`src/rtl/if_fetch_stage_pkg.sv`:
```
// Shared constants, skid entry type and PC alignment helper for the IF stage.
package if_fetch_stage_pkg;
  localparam int XLEN = 32;
  localparam logic [XLEN-1:0] NOP_INSTR        = 32'h0000_0013;
  localparam logic [XLEN-1:0] RESET_PC_DEFAULT = 32'h0000_0000;

  typedef struct packed {
    logic [XLEN-1:0] pc;
    logic [XLEN-1:0] instr;
    logic            valid;
  } skid_entry_t;

  function automatic logic [XLEN-1:0] align_pc(input logic [XLEN-1:0] a);
    return a & ~XLEN'(3);
  endfunction
endpackage

```
`src/rtl/if_fetch_stage_if.sv`:
```
// Instruction-memory request/response bus between the fetch stage and imem.
interface if_fetch_stage_if;
  import if_fetch_stage_pkg::*;
  logic            imem_req;
  logic [XLEN-1:0] imem_addr;
  logic            imem_gnt;
  logic            imem_rvalid;
  logic [XLEN-1:0] imem_rdata;

  modport master (output imem_req, imem_addr, input imem_gnt, imem_rvalid, imem_rdata);
  modport slave  (input imem_req, imem_addr, output imem_gnt, imem_rvalid, imem_rdata);
endinterface

```
`src/rtl/if_fetch_stage_skid_buf.sv`:
```
// One-entry skid buffer catching an imem response that lands during a stall.
module if_skid_buf
  import if_fetch_stage_pkg::*;
(
  input  logic            clk,
  input  logic            rst,
  input  logic            clear,
  input  logic            store,
  input  logic            drain,
  input  logic [XLEN-1:0] pc_in,
  input  logic [XLEN-1:0] instr_in,
  output skid_entry_t     entry
);
  // store only happens while stalled, drain only while unstalled: never both
  always_ff @(posedge clk) begin
    if (rst || clear)  entry <= '0;
    else if (store)    entry <= '{pc: pc_in, instr: instr_in, valid: 1'b1};
    else if (drain)    entry.valid <= 1'b0;
  end
endmodule

```
`src/rtl/if_fetch_stage.sv`:
```
// Instruction fetch stage: PC, single outstanding imem request, IF/ID register.
// Define IF_SKID_BUF_EN to keep stall-time responses in a skid buffer instead of re-fetching.
module if_fetch_stage
  import if_fetch_stage_pkg::*;
#(
  parameter logic [if_fetch_stage_pkg::XLEN-1:0] RESET_PC  = if_fetch_stage_pkg::RESET_PC_DEFAULT,
  parameter logic [if_fetch_stage_pkg::XLEN-1:0] NOP_INSTR = if_fetch_stage_pkg::NOP_INSTR
) (
  input  logic            clk,
  input  logic            rst,
  input  logic            stall_i,
  input  logic            redirect_i,
  input  logic [XLEN-1:0] redirect_pc,
  if_fetch_stage_if.master imem,
  output logic [XLEN-1:0] IF_ID_PC,
  output logic [XLEN-1:0] IF_ID_instr,
  output logic            IF_ID_valid
);
  logic [XLEN-1:0] pc, inflight_pc;
  logic            inflight, rsp, accept, rewind, skid_busy;
  skid_entry_t     skid;

  // responses are only trusted when we actually own a request in flight
  assign rsp            = inflight & imem.imem_rvalid;
  assign imem.imem_req  = ~(rst | stall_i | redirect_i | skid_busy);
  assign imem.imem_addr = pc;
  assign accept         = imem.imem_req & imem.imem_gnt;

`ifdef IF_SKID_BUF_EN
  if_skid_buf u_skid (
    .clk      (clk),
    .rst      (rst),
    .clear    (redirect_i),
    .store    (rsp & stall_i),
    .drain    (~stall_i),
    .pc_in    (inflight_pc),
    .instr_in (imem.imem_rdata),
    .entry    (skid)
  );
  // the skid drains in the first unstalled cycle, so it only blocks while stalled
  assign skid_busy = skid.valid & stall_i;
  assign rewind    = 1'b0;
`else
  assign skid      = '0;
  assign skid_busy = 1'b0;
  assign rewind    = rsp & stall_i;
`endif

  always_ff @(posedge clk) begin
    if (rst) begin
      pc          <= RESET_PC;
      inflight    <= 1'b0;
      inflight_pc <= '0;
    end else begin
      inflight <= accept;
      if (accept) inflight_pc <= pc;
      if (redirect_i)  pc <= align_pc(redirect_pc);
      else if (rewind) pc <= inflight_pc;
      else if (accept) pc <= pc + XLEN'(4);
    end
  end

  always_ff @(posedge clk) begin
    if (rst) begin
      IF_ID_PC    <= '0;
      IF_ID_instr <= NOP_INSTR;
      IF_ID_valid <= 1'b0;
    end else if (redirect_i) begin
      IF_ID_instr <= NOP_INSTR;
      IF_ID_valid <= 1'b0;
    end else if (!stall_i) begin
      if (skid.valid) begin
        IF_ID_PC    <= skid.pc;
        IF_ID_instr <= skid.instr;
        IF_ID_valid <= 1'b1;
      end else if (rsp) begin
        IF_ID_PC    <= inflight_pc;
        IF_ID_instr <= imem.imem_rdata;
        IF_ID_valid <= 1'b1;
      end else begin
        IF_ID_instr <= NOP_INSTR;
        IF_ID_valid <= 1'b0;
      end
    end
  end
endmodule

```
`src/flat_wrapper.sv`:
```
// flat-port wrapper written by rule: the top's interface ports become plain ports
module if_fetch_stage_flat import if_fetch_stage_pkg::*;
#(
  parameter logic [if_fetch_stage_pkg::XLEN-1:0] RESET_PC  = if_fetch_stage_pkg::RESET_PC_DEFAULT,
  parameter logic [if_fetch_stage_pkg::XLEN-1:0] NOP_INSTR = if_fetch_stage_pkg::NOP_INSTR
)
  (clk, rst, stall_i, redirect_i, redirect_pc, IF_ID_PC, IF_ID_instr, IF_ID_valid, imem_imem_req, imem_imem_addr, imem_imem_gnt, imem_imem_rvalid, imem_imem_rdata);
  if_fetch_stage_if imem_i ();
  input  logic clk;
  input  logic rst;
  input  logic stall_i;
  input  logic redirect_i;
  input  logic [XLEN-1:0] redirect_pc;
  output logic [XLEN-1:0] IF_ID_PC;
  output logic [XLEN-1:0] IF_ID_instr;
  output logic IF_ID_valid;
  output wire logic [$bits(imem_i.imem_req)-1:0] imem_imem_req;
  output wire logic [$bits(imem_i.imem_addr)-1:0] imem_imem_addr;
  input wire logic [$bits(imem_i.imem_gnt)-1:0] imem_imem_gnt;
  input wire logic [$bits(imem_i.imem_rvalid)-1:0] imem_imem_rvalid;
  input wire logic [$bits(imem_i.imem_rdata)-1:0] imem_imem_rdata;
  assign imem_imem_req = imem_i.imem_req;
  assign imem_imem_addr = imem_i.imem_addr;
  assign imem_i.imem_gnt = imem_imem_gnt;
  assign imem_i.imem_rvalid = imem_imem_rvalid;
  assign imem_i.imem_rdata = imem_imem_rdata;
  if_fetch_stage #(.RESET_PC(RESET_PC), .NOP_INSTR(NOP_INSTR)) u_core (.clk(clk), .rst(rst), .stall_i(stall_i), .redirect_i(redirect_i), .redirect_pc(redirect_pc), .imem(imem_i), .IF_ID_PC(IF_ID_PC), .IF_ID_instr(IF_ID_instr), .IF_ID_valid(IF_ID_valid));
endmodule
```
`config.mk`:
```
export PLATFORM = sky130hd
export DESIGN_NAME = if_fetch_stage_flat
export DESIGN_NICKNAME = d
export VERILOG_FILES = /design/src/rtl/if_fetch_stage_pkg.sv /design/src/rtl/if_fetch_stage_if.sv /design/src/rtl/if_fetch_stage_skid_buf.sv /design/src/rtl/if_fetch_stage.sv /design/src/flat_wrapper.sv
export SDC_FILE = /design/constraint.sdc
export NUM_CORES = 1
export LEC_CHECK = 0
export BUFFER_PORTS_ARGS = -buffer_cell sky130_fd_sc_hd__buf_2
export CORE_MARGIN = 2
export CORE_UTILIZATION = 42
export DETAILED_ROUTE_END_ITERATION = 12
export HOLD_SLACK_MARGIN = 0.03
export PLACE_DENSITY = 0.7
export SLEW_MARGIN = 20
export SYNTH_ARGS = -nofsm -noshare
export SYNTH_HDL_FRONTEND = slang
export SYNTH_SLANG_ARGS = --single-unit
```
`constraint.sdc`:
```
create_clock -name clk -period 1.9 [get_ports clk]
set_input_delay 0.38 -clock clk [delete_from_list [all_inputs] [get_ports clk]]
set_output_delay 0.38 -clock clk [all_outputs]
set_load 0.01 [all_outputs]
```
==> impl_metrics.json <==
{
  "grt_overflow": 0,
  "grt_pass1_vias": 5704,
  "dp.cells": 1057,
  "top_layer": "met4",
  "dpl.hpwl_mm": 12.11,
  "fin_crit_ps": 1827,
  "antenna_found_initial": 0,
  "synth_area_mm2": 0.005558,
  "ant_nets": 0,
  "startpoint_type": "flop",
  "die_y_um": 119.0,
  "nFillCells": 1221,
  "ios": 168,
  "coreArea_mm2": 0.01309,
  "seq_power_share_pct": 43.4,
  "cts_tree": "yes",
  "hold_slack_ps": 181.8,
  "wl_met2_mm": 7.902,
  "grt_pass1_wl_mm": 28.36,
  "swShare_pct": 24.72,
  "cts_hold_buffers": 0,
  "viasPerCell": 5.381,
  "ys_async_sr_fraction_pct": 0,
  "tightest_slew_ps": 452.9,
  "max_stage_delay_ps": 550,
  "p_leak_uw": 0.003156,
  "cts_max_path_buffers": 2,
  "period_share_pct": 96.16,
  "vias": 5876,
  "synth_edf_count": 0,
  "arrival_ps": 2140,
  "portBuffers": 165,
  "wirelength_mm": 17.23,
  "seqCellArea_mm2": 0.002608,
  "syn_inst": 699,
  "final_cell_mix": "buf_2 (165), nand2_1 (159), dfxtp_1 (126)",
  "criticalPathCategory": "reg2reg",
  "track_usage_pct": 24.98,
  "worstPathRequired_ps": 2210,
  "clock-skew-final_ps": 5.268,
  "min_path_type": "in2reg",
  "setup_tns_ps": 0,
  "final_cell_count_no_fill": 1092,
  "worst_slack_ps": 72.96,
  "clkSlewWorstSetupHoldPaths_ps": 60,
  "cts_buffers": 17,
  "post-route-drc-count": 0,
  "syn_to_final_growth_pct": 37.21,
  "dieWidth_um": 119.0,
  "fin_total_pwr_uw": 6513,
  "worstSetupEndpointType": "flop",
  "multi_input_area_mm2": 0.002779,
  "die_area_mm2": 0.01417,
  "outcome": "finished, final reports clean",
  "drive_gt1_share_pct": 32.13,
  "cell_internal_pwr_uw": 4903,
  "cpMaxStageDelayCell": "or4b_1",
  "synth_ff_type": "dfxtp_1",
  "gp_congestion": 0.8335,
  "cts.sinks": 130,
  "drt_iter0_drc": 532,
  "yosysWarnings": 0,
  "fin_nets": 973,
  "cp_cell_sequence": "nand4_2, or3_4, or4b_1, o221a_1",
  "dr.pass1.iters": 5,
  "setup_viol": 0,
  "power_density_mw_per_mm2": 854.1,
  "ctsRootBufferMaster": "clkbuf_16",
  "ys_seq_area_share_pct": 46.83,
  "final_common_cell": "buf_2",
  "htree_levels": 4,
  "critPathMaxFanout": 4,
  "path_delay_family": "simple AND/OR/NAND/NOR gates",
  "syn_nets": 770,
  "maxCapViolCount": 0,
  "hold_viol": 0,
  "clock_latency_ps": 420,
  "maxSlewViolCount": 0,
  "power.switching_uw": 1610,
  "fp-row-count": 42,
  "route.met3.wl_mm": 1.217,
  "clkPwrFrac_pct": 47.3,
  "synth_seq_cells": 130,
  "slew_headroom_pct": 69.62,
  "initial_core_util_pct": 42.47,
  "power_frac_comb_pct": 9.3,
  "wl_per_cell_um": 15.78,
  "dp_slack_ps": -74.68,
  "met1_length_mm": 7.919,
  "timing.fmax_mhz": 547.3,
  "grt_max_degree": 49,
  "syn_area_per_cell_um2": 7.951,
  "path_buf_inv": 0,
  "synth_cell_types": 54,
  "ir_drop_uv": 526.8
}
[state kept, by name (all words and copies together), names as in the netlist, named ones only]
name                   cells
u_core.inflight_pc        32
u_core.IF_ID_instr        32
u_core.inflight            1
u_core.IF_ID_valid         1
u_core.IF_ID_PC           32
u_core.imem.imem_addr     30
[logic make-up (layout without fill, tap and decap cells)]
kind of cell    after synthesis  in the layout  synth area share, %
compound gates              193            193                21.99
xor+xnor                     14             14                2.206
fa+ha+maj                     1              1               0.2251
buf+inv                      59            275                4.232
flops                       130            130                46.83
mux                           1              1               0.1801
other cells                   0              1                    0
simple gates                301            301                24.34
[routing by layer]
| metal | track usage, % | up-vias |
|---|---|---|
| met1 | 33.85 | 2752 |
| met3 | 5.891 | 17 |
| met2 | 39.37 | 231 |
| met5 | 0 | - |
| li1 | - | 2876 |
| met4 | 7.887 | 0 |
[final timing paths]
kind	cells past startpoint	end	slack [ps]	startpoint
setup / recovery	4	u_core.imem.imem_addr[28]$_SDFFE_PP0P_	70	u_core.imem.imem_addr[12]$_SDFFE_PP0P_
setup reg to reg	4	u_core.imem.imem_addr[28]$_SDFFE_PP0P_	70	u_core.imem.imem_addr[12]$_SDFFE_PP0P_
hold reg to reg	2	u_core.IF_ID_PC[2]$_SDFFE_PP0P_	450	u_core.IF_ID_PC[2]$_SDFFE_PP0P_
hold / removal	3	u_core.IF_ID_instr[0]$_SDFFE_PP1N_	180	imem_imem_rdata[0]
[cell type report]
class,count,area share [%]
sequential,130,34.19
clock buffer,19,5.939
tap,176,2.888
clock inverter,13,1.477
inverter,7,0.3445
antenna,1,0.03281
multi-input combinational,510,36.44
timing repair buffer,236,18.69
[synth_stat cells (2+ instances only)]
cell type / n / area share, %
nand3_1: 20 / 1.8
dfxtp_1: 130 / 47
a221oi_1: 3 / 0.47
or3_1: 9 / 1.0
o31ai_1: 2 / 0.27
a211oi_1: 15 / 2.0
o22ai_1: 4 / 0.45
a311oi_1: 7 / 1.1
nand4_1: 7 / 0.79
a21oi_1: 91 / 8.2
a2111oi_2: 2 / 0.54
xor2_1: 7 / 1.1
inv_1: 5 / 0.34
xnor2_1: 7 / 1.1
clkbuf_1: 39 / 2.6
buf_1: 7 / 0.47
o211ai_1: 5 / 0.68
nand2_1: 160 / 11
a22oi_1: 29 / 3.9
nor4_1: 3 / 0.34
a21o_1: 3 / 0.41
and4_1: 3 / 0.47
buf_2: 5 / 0.45
nor3_1: 19 / 1.7
a31oi_1: 2 / 0.23
and3_1: 10 / 1.1
a221o_1: 2 / 0.36
nor4_2: 4 / 0.90
o21ai_0: 16 / 1.4
nor2_1: 59 / 4.0
[power by group through the flow]
stage	sequential, uW	combinational [uW]	clock, uW
global route	2830	664	3250
floorplan	2920	260	0
detailed placement	2880	597	0
finish	2830	608	3080
global placement	2880	593	0
CTS	2820	600	3120
[what timing repair did]
| item | CTS | global route |
|---|---|---|
| pin swaps | 0 | 5 |
| endpoints found under the setup margin | 1 | 12 |
| gates resized for setup | 1 | 10 |
| buffers inserted | 0 | 2 |
| endpoints found under the hold margin | 0 | 0 |
[worst min-delay path, delay by kind of cell]
family / cells / cell delay, ps
buffers and inverters: 1 / 70
and+or+nand+nor: 1 / 60
AOI/OAI and AO/OA: 1 / 60
[per-stage QoR]
step | util [%] | cell area (um^2)
after floorplan | - | 5578
after global placement | 53.48 | 6998
after detailed placement | 53.48 | 6998
after CTS | 57.84 | 7569
after global routing | 58.26 | 7624
final | 58.28 | 7626
Note: power is estimated with default switching activity, not from simulation.
